===== src/rtl/sd_multiblock_reader.sv =====
// SPI-mode SD initialiser and multi-block reader that writes packed pixels to a framebuffer.
// Latency: one SPI byte outstanding at a time; a pixel strobe follows the cycle after its last byte.
// Backpressure: paced entirely by spi_done; the framebuffer write port is assumed always ready.
// Ports: clk/reset/start control; spi_start/spi_done/spi_data_in/spi_data_out to the byte engine;
//        cs to the card; pixel_data/pixel_addr/write_enable to the framebuffer; busy/done/error/err_code status.
module sd_multiblock_reader #(
    parameter int PIXEL_BYTES   = 2,
    parameter int ADDR_W        = 17,
    parameter int START_BLOCK   = 0,
    parameter int NUM_BLOCKS    = 150,
    parameter int BLOCK_ADDR    = 1,
    parameter int INIT_DUMMY    = 10,
    parameter int R1_TIMEOUT    = 16,
    parameter int TOKEN_TIMEOUT = 4096,
    parameter int ACMD_RETRIES  = 1000
) (
    input  logic                     clk,
    input  logic                     reset,
    input  logic                     start,
    input  logic [7:0]               spi_data_out,
    input  logic                     spi_done,
    output logic                     spi_start,
    output logic [7:0]               spi_data_in,
    output logic                     cs,
    output logic [8*PIXEL_BYTES-1:0] pixel_data,
    output logic [ADDR_W-1:0]        pixel_addr,
    output logic                     write_enable,
    output logic                     busy,
    output logic                     done,
    output logic                     error,
    output logic [2:0]               err_code
);
    localparam int PW    = 8 * PIXEL_BYTES;
    localparam int CNT_W = 17;
    localparam logic [CNT_W-1:0] DUMMY_LAST = CNT_W'(INIT_DUMMY - 1);
    localparam logic [CNT_W-1:0] R1_LAST    = CNT_W'(R1_TIMEOUT - 1);
    localparam logic [CNT_W-1:0] TOKEN_LAST = CNT_W'(TOKEN_TIMEOUT - 1);
    localparam logic [CNT_W-1:0] ACMD_LAST  = CNT_W'(ACMD_RETRIES - 1);
    localparam logic [CNT_W-1:0] DATA_LAST  = CNT_W'(511);
    localparam logic [31:0]      BLK_LAST   = 32'(NUM_BLOCKS - 1);
    localparam logic [1:0]       PIX_LAST   = 2'(PIXEL_BYTES - 1);

    typedef enum logic [3:0] {
        S_IDLE, S_POWERUP, S_SEND, S_WAIT_R1, S_TAIL,
        S_TOKEN, S_DATA, S_CRC, S_NEXT, S_DONE, S_ERROR
    } state_t;

    typedef enum logic [2:0] {
        C_CMD0, C_CMD8, C_CMD55, C_ACMD41, C_CMD16, C_CMD17
    } cmd_t;

    state_t             state_q, state_d;
    cmd_t               cmd_q, cmd_d;
    logic               pend_q, pend_d;
    logic [CNT_W-1:0]   cnt_q, cnt_d;
    logic [CNT_W-1:0]   retry_q, retry_d;
    logic [31:0]        blk_q, blk_d;
    logic [31:0]        nblk_q, nblk_d;
    logic               tail_ok_q, tail_ok_d;
    logic [PW-1:0]      pix_sr_q, pix_sr_d;
    logic [1:0]         pix_cnt_q, pix_cnt_d;
    logic [PW-1:0]      pixel_q, pixel_d;
    logic               we_q, we_d;
    logic [ADDR_W-1:0]  addr_q, addr_d;
    logic [2:0]         err_q, err_d;

    logic               launch;
    logic               got;
    logic [PW-1:0]      sr_next;
    logic [5:0]         cmd_idx;
    logic [31:0]        cmd_arg;
    logic [7:0]         cmd_crc;
    logic [7:0]         frame_byte;

    // A done pulse only counts while a byte is actually outstanding, so a
    // stray completion after reset cannot advance the sequence.
    assign got     = pend_q && spi_done;
    assign sr_next = (pix_sr_q << 8) | PW'(spi_data_out);

    // Command frame byte selected by the frame byte index in cnt_q.
    always_comb begin
        cmd_idx    = 6'd0;
        cmd_arg    = 32'd0;
        cmd_crc    = 8'hFF;
        frame_byte = 8'hFF;
        case (cmd_q)
            C_CMD0:   begin cmd_idx = 6'd0;  cmd_crc = 8'h95; end
            C_CMD8:   begin cmd_idx = 6'd8;  cmd_arg = 32'h0000_01AA; cmd_crc = 8'h87; end
            C_CMD55:  cmd_idx = 6'd55;
            C_ACMD41: begin cmd_idx = 6'd41; cmd_arg = 32'h4000_0000; end
            C_CMD16:  begin cmd_idx = 6'd16; cmd_arg = 32'd512; end
            C_CMD17:  begin
                cmd_idx = 6'd17;
                cmd_arg = (BLOCK_ADDR != 0) ? blk_q : {blk_q[22:0], 9'd0};
            end
            default:  cmd_idx = 6'd0;
        endcase
        case (cnt_q[2:0])
            3'd0:    frame_byte = {2'b01, cmd_idx};
            3'd1:    frame_byte = cmd_arg[31:24];
            3'd2:    frame_byte = cmd_arg[23:16];
            3'd3:    frame_byte = cmd_arg[15:8];
            3'd4:    frame_byte = cmd_arg[7:0];
            default: frame_byte = cmd_crc;
        endcase
    end

    always_comb begin
        state_d   = state_q;
        cmd_d     = cmd_q;
        cnt_d     = cnt_q;
        retry_d   = retry_q;
        blk_d     = blk_q;
        nblk_d    = nblk_q;
        tail_ok_d = tail_ok_q;
        pix_sr_d  = pix_sr_q;
        pix_cnt_d = pix_cnt_q;
        pixel_d   = pixel_q;
        we_d      = 1'b0;
        addr_d    = we_q ? addr_q + 1'b1 : addr_q;
        err_d     = err_q;

        launch = (state_q == S_POWERUP) || (state_q == S_SEND) || (state_q == S_WAIT_R1) ||
                 (state_q == S_TAIL) || (state_q == S_TOKEN) || (state_q == S_DATA) ||
                 (state_q == S_CRC);
        spi_start   = launch && !pend_q;
        spi_data_in = (state_q == S_SEND) ? frame_byte : 8'hFF;
        cs          = (state_q == S_IDLE) || (state_q == S_POWERUP) ||
                      (state_q == S_DONE) || (state_q == S_ERROR);
        busy        = !((state_q == S_IDLE) || (state_q == S_DONE) || (state_q == S_ERROR));
        done        = (state_q == S_DONE);
        error       = (state_q == S_ERROR);

        pend_d = pend_q;
        if (spi_start)     pend_d = 1'b1;
        else if (spi_done) pend_d = 1'b0;

        case (state_q)
            S_IDLE, S_DONE, S_ERROR: begin
                if (start) begin
                    state_d   = S_POWERUP;
                    cnt_d     = '0;
                    retry_d   = '0;
                    blk_d     = 32'(START_BLOCK);
                    nblk_d    = '0;
                    pix_cnt_d = '0;
                    addr_d    = '0;
                    err_d     = 3'd0;
                end
            end
            S_POWERUP: if (got) begin
                if (cnt_q == DUMMY_LAST) begin
                    state_d = S_SEND;
                    cmd_d   = C_CMD0;
                    cnt_d   = '0;
                end else cnt_d = cnt_q + 1'b1;
            end
            S_SEND: if (got) begin
                cnt_d = (cnt_q == CNT_W'(5)) ? '0 : cnt_q + 1'b1;
                if (cnt_q == CNT_W'(5)) state_d = S_WAIT_R1;
            end
            S_WAIT_R1: if (got) begin
                if (!spi_data_out[7]) begin
                    cnt_d   = '0;
                    state_d = S_SEND;
                    case (cmd_q)
                        C_CMD0: begin
                            cmd_d = C_CMD8;
                            if (spi_data_out != 8'h01) begin state_d = S_ERROR; err_d = 3'd1; end
                        end
                        C_CMD8: begin
                            state_d = S_TAIL;
                            if (spi_data_out != 8'h01) begin state_d = S_ERROR; err_d = 3'd2; end
                        end
                        C_CMD55: cmd_d = C_ACMD41;
                        C_ACMD41: begin
                            if (spi_data_out == 8'h00) cmd_d = C_CMD16;
                            else if (retry_q == ACMD_LAST) begin state_d = S_ERROR; err_d = 3'd3; end
                            else begin retry_d = retry_q + 1'b1; cmd_d = C_CMD55; end
                        end
                        C_CMD16: begin
                            cmd_d = C_CMD17;
                            if (spi_data_out != 8'h00) begin state_d = S_ERROR; err_d = 3'd4; end
                        end
                        default: begin
                            state_d = S_TOKEN;
                            if (spi_data_out != 8'h00) begin state_d = S_ERROR; err_d = 3'd4; end
                        end
                    endcase
                end else if (cnt_q == R1_LAST) begin
                    state_d = S_ERROR;
                    err_d   = 3'd5;
                end else cnt_d = cnt_q + 1'b1;
            end
            // CMD8 R7 tail: only the last two bytes (voltage echo and check pattern) matter.
            S_TAIL: if (got) begin
                cnt_d = cnt_q + 1'b1;
                if (cnt_q == CNT_W'(2)) tail_ok_d = (spi_data_out == 8'h01);
                if (cnt_q == CNT_W'(3)) begin
                    cnt_d   = '0;
                    retry_d = '0;
                    cmd_d   = C_CMD55;
                    state_d = S_SEND;
                    if (!(tail_ok_q && spi_data_out == 8'hAA)) begin state_d = S_ERROR; err_d = 3'd2; end
                end
            end
            S_TOKEN: if (got) begin
                if (spi_data_out == 8'hFE) begin
                    state_d = S_DATA;
                    cnt_d   = '0;
                end else if (spi_data_out[7:4] == 4'h0 || cnt_q == TOKEN_LAST) begin
                    state_d = S_ERROR;
                    err_d   = 3'd6;
                end else cnt_d = cnt_q + 1'b1;
            end
            S_DATA: if (got) begin
                pix_sr_d = sr_next;
                if (pix_cnt_q == PIX_LAST) begin
                    pix_cnt_d = '0;
                    pixel_d   = sr_next;
                    we_d      = 1'b1;
                end else pix_cnt_d = pix_cnt_q + 1'b1;
                cnt_d = (cnt_q == DATA_LAST) ? '0 : cnt_q + 1'b1;
                if (cnt_q == DATA_LAST) state_d = S_CRC;
            end
            S_CRC: if (got) begin
                cnt_d = cnt_q + 1'b1;
                if (cnt_q == CNT_W'(1)) begin cnt_d = '0; state_d = S_NEXT; end
            end
            S_NEXT: begin
                blk_d = blk_q + 1'b1;
                if (nblk_q == BLK_LAST) state_d = S_DONE;
                else begin
                    nblk_d  = nblk_q + 1'b1;
                    cmd_d   = C_CMD17;
                    state_d = S_SEND;
                end
            end
            default: state_d = S_IDLE;
        endcase
    end

    always_ff @(posedge clk) begin
        if (reset) begin
            state_q   <= S_IDLE;
            cmd_q     <= C_CMD0;
            pend_q    <= 1'b0;
            cnt_q     <= '0;
            retry_q   <= '0;
            blk_q     <= '0;
            nblk_q    <= '0;
            tail_ok_q <= 1'b0;
            pix_sr_q  <= '0;
            pix_cnt_q <= '0;
            pixel_q   <= '0;
            we_q      <= 1'b0;
            addr_q    <= '0;
            err_q     <= 3'd0;
        end else begin
            state_q   <= state_d;
            cmd_q     <= cmd_d;
            pend_q    <= pend_d;
            cnt_q     <= cnt_d;
            retry_q   <= retry_d;
            blk_q     <= blk_d;
            nblk_q    <= nblk_d;
            tail_ok_q <= tail_ok_d;
            pix_sr_q  <= pix_sr_d;
            pix_cnt_q <= pix_cnt_d;
            pixel_q   <= pixel_d;
            we_q      <= we_d;
            addr_q    <= addr_d;
            err_q     <= err_d;
        end
    end

    assign pixel_data   = pixel_q;
    assign pixel_addr   = addr_q;
    assign write_enable = we_q;
    assign err_code     = err_q;
endmodule


===== config.mk =====
export PLATFORM = sky130hd
export DESIGN_NAME = sd_multiblock_reader
export DESIGN_NICKNAME = d
export VERILOG_FILES = /design/src/rtl/sd_multiblock_reader.sv
export SDC_FILE = /design/constraint.sdc
export NUM_CORES = 1
export LEC_CHECK = 0
export CAP_MARGIN = 20
export CORE_MARGIN = 5
export CORE_UTILIZATION = 55
export DETAILED_ROUTE_END_ITERATION = 12
export GPL_TIMING_DRIVEN = 0
export MAX_ROUTING_LAYER = met4
export PLACE_DENSITY = 0.81
export SLEW_MARGIN = 20
export SYNTH_ARGS = -nofsm -noshare
export SYNTH_HDL_FRONTEND = slang
export SYNTH_SLANG_ARGS = --single-unit

===== constraint.sdc =====
create_clock -name clk -period 7.35 [get_ports clk]
set_input_delay 1.47 -clock clk [delete_from_list [all_inputs] [get_ports clk]]
set_output_delay 1.47 -clock clk [all_outputs]
set_load 0.02 [all_outputs]

==> results by group <==
Placement
  – HPWL Detailed: 14900 um
  – Port bufs: 60
  – Placed cells: about 1200
  – GPL Wtd Cong: 0.9830

Global route
  – Initial antenna violation count: 0
  – Grt ovf: 0
  – GRT Total Usage: 25.91%
  – Largest net degree at the start of global routing: 17
  – Global-route wire length before repair: 34710 um
  – Vias in the first global route: 7081

Critical path
  – Reg-to-Reg End: write_enable$_SDFF_PP0_
  – Critical path arrival: 3860 ps
  – CP Data Required Time: just under 6000 ps
  – CP cell instances: clkbuf_1 -> inv_1 -> ha_1 -> clkbuf_1 -> nor4_1 -> nor2_1 -> o311ai_0 -> clkdlybuf4s50_1
  – R2R cell count: 7
  – Critical path peak fanout: 10
  – Crit Path Class: reg -> out
  – Slowest-stage cell, CP: nor4_1
  – CP most frequent cell: clkbuf_1
  – Critical Path Start Type: register
  – CP max stage delay: a little under 900 ps
  – R2R Path Start: state_q[1]$_SDFFE_PP0P_
  – Critical Path Start: cnt_q[2]$_SDFFE_PP0P_
  – Worst R2R Setup Slack: ~4000 ps
  – Crit end category: output port

CTS
  – Latest clock arrival within the worst-skew pair: between 400 and 500 ps
  – CTS root buf: clkbuf_16
  – Post-CTS Setup Bufs: 0
  – Maximum clock path buffer count: 2
  – # clock sinks: around 150
  – CTS tree: yes
  – CTS Buf Count: 17
  – # resized after CTS: 0
  – Post-CTS Hold Buffers: 0
  – H-tree depth: 4
  – Clk slew on worst S/H paths: approximately 70 ps

Synth
  – Mux contribution to synthesized area: 3.162%
  – Dominant cell type by area after synthesis: dfxtp_1
  – EDFF count, synth: 0
  – Netlist cell types: 75
  – Main flop type after synthesis: dfxtp_1
  – Most frequent cells after synthesis: 154 x dfxtp_1, 152 x nor2_1, 116 x nand2_1
  – Most common cell in the netlist: dfxtp_1
  – XOR/XNOR share of the synthesized area: 8.179%
  – Ys async rst share: 0%
  – Ranking of synthesized cells by area: dfxtp_1 38%, nor2_1 7.1%, xor2_1 5.8%
  – Syn Nets: 1022
  – Top cell type's share of synthesized area: 38.39%
  – Simple-gate share of the synthesized area: 32.33%
  – Syn_area_per_cell: 8.031 um^2
  – Post-synthesis sequential area ratio: approximately two fifths
  – Synth Area in Compound Gates: 13.41%
  – #FFs+latches synth: 154
  – Post-Synthesis Cells: 1000
  – Cell Area, Synth: 8031 um^2
  – Adder-cell share of the synthesized area: under 10%
  – Main combinational cell family by area after synthesis: simple AND/OR/NAND/NOR gates
  – Syn. warnings: 0

Floorplanning
  – Die ar.: 17120 um^2
  – Core area: 14420 um^2
  – Num rows: 44
  – Starting Density: 55.68%
  – Die width: 130.8 um
  – IO Count: 62
  – Die height: 130.8 um

Status
  – Status: finished, final reports clean

Route
  – DR pass1 iterations: 7
  – Via count: 7689
  – # DRC: 0
  – Post-DR wirelength/cell: around 17 um
  – Vias/cell: 6.026
  – Initial DRC count: roughly 960
  – Final wirelength: 21190 um
  – Routed Antenna Nets: 0

Timing
  – RSZ-0062 raised after global routing: false
  – Max transition margin: about a third
  – Final period utilization: 72.56%
  – Final min period: 5333 ps
  – Worst hold slack: 446.1 ps
  – Tightest Pin Transition: 994.2 ps
  – Max-slew violation count: 0
  – Setup TNS: 0 ps
  – Final hold violation count: 0
  – Max Clock Freq: 187.5 MHz
  – Number of setup violations in the final report: 0
  – Clock Skews: 9.014 ps

Finish
  – Layout area overhead: 17.98%
  – Ant. Diodes: 0
  – Final #Nets: ~1100
  – Layout cell share with drive strength beyond 1: 5.952%
  – Post-layout instance count excluding filler cells: roughly 1300

Min path
  – Hold path endpoint: err_code[2]$_SDFFE_PP0P_
  – Hold Crit Start: err_code[2]$_SDFFE_PP0P_
  – Hold path cells: 2
  – Hold Path Class: reg -> reg

Power
  – Internal power: 1657 uW
  – Clock share of power: 35.0%
  – Net Sw Frac: 34.99%
  – Max IR drop VDD: 0.1877 mV
  – Net Sw Power: 891.7 uW
  – P_leak: between 0.003 and 0.004 uW
  – Combinational Power Share: 30.0%
  – PwrDens: 269.0 nW/um^2
  – Reg power frac: 35.0%

Flow run
  – Max Cap Viol: 0
-- registers in the layout (all words and copies together), names as in the netlist --
signal        cells
pixel_addr       17
write_enable      1
blk_q            32
retry_q          17
nblk_q           32
cmd_q             3
pix_sr_q          8
pend_q            1
pix_cnt_q         2
state_q           4
tail_ok_q         1
pixel_data       16
cnt_q            17
err_code          3
-- stage by stage --
stage / area (um^2) / setup slack (ps) / total power (uW) / utilization, %
after detailed placement: 8869 / 2695 / 1651 / 61.49
after global routing: 9475 / 1923 / 2652 / 65.69
after CTS: 9469 / 2129 / 2534 / 65.65
final: 9475 / 2017 / 2549 / 65.69
after global placement: 8862 / 2696 / 1643 / 61.44
after floorplan: 8031 / 3768 / 1412 / -
-- layout make-up --
| class | count | area [um^2] |
|---|---|---|
| plain buffers | 45 | 171.4 |
| clock buffers | 22 | 484.2 |
| clock inverters | 10 | 116.4 |
| fillers | 1215 | 4949 |
| inverters | 18 | 67.56 |
| multi-input cells | 783 | 4722 |
| flip-flops and latches | 154 | 3083 |
| well taps | 184 | 230.2 |
| repair buffers | 60 | 600.6 |
-- worst max-delay path: cells and delay by family (launching register included) --
family | cells | cell delay (ps)
AOI/OAI and AO/OA | 1 | 220
adders and majority gates | 1 | 250
buffers and inverters | 4 | 1570
DFF | 1 | 300
and+or+nand+nor | 2 | 1080
-- per-layer routing --
metal / routed length [um] / share of wire (%) / track usage, % / vias to the layer above
li1: - / - / - / 3724
met1: 9302 / 44 / 33.17 / 3601
met2: 9785 / 46 / 40.53 / 306
met3: 1443 / 6.8 / 6.057 / 58
met4: 653 / 3.1 / 8.651 / 0
met5: 0 / 0 / - / -
-- placed cells by master, fill, tap and decap left out, drive strengths merged, types with 12 or more instances in the layout --
cell | synthesis | final
or3 | 15 | 15
dfxtp | 154 | 154
a21oi | 64 | 64
nor2 | 152 | 152
xor2 | 53 | 53
a211oi | 12 | 12
nor3 | 25 | 25
nand2 | 116 | 116
o21ai | 24 | 24
nand3 | 59 | 59
nand4 | 32 | 32
inv | 18 | 18
clkbuf | 42 | 64
nor4 | 12 | 12
mux2i | 13 | 13
xnor2 | 22 | 22
and3 | 20 | 20
clkdlybuf4s50 | 0 | 60
-- cell families after synthesis --
family,after synthesis
AOI/OAI and AO/OA,163
xor gates and xnor gates,75
adders and majority gates,10
buffers and inverters,63
DFF,154
muxes,24
and+or+nand+nor,511
-- power groups by stage --
stage	Combinational, uW	Sequential [uW]	Clock (uW)
detailed placement	741	909	0
global placement	735	908	0
CTS	749	891	894
global route	822	896	934
finish	765	893	891
floorplan	506	906	0
-- how the worst max path moves through the flow --
stage                     endpoint  slack (ps)  cells past startpoint
global route        spi_data_in[2]        1920                      8
global placement    spi_data_in[5]        2700                      8
floorplan           spi_data_in[3]        3770                      7
CTS                 spi_data_in[2]        2130                      8
detailed placement  spi_data_in[3]        2690                      8
finish              spi_data_in[2]        2020                      8
No activity file was read; power rests on OpenSTA's default activity.
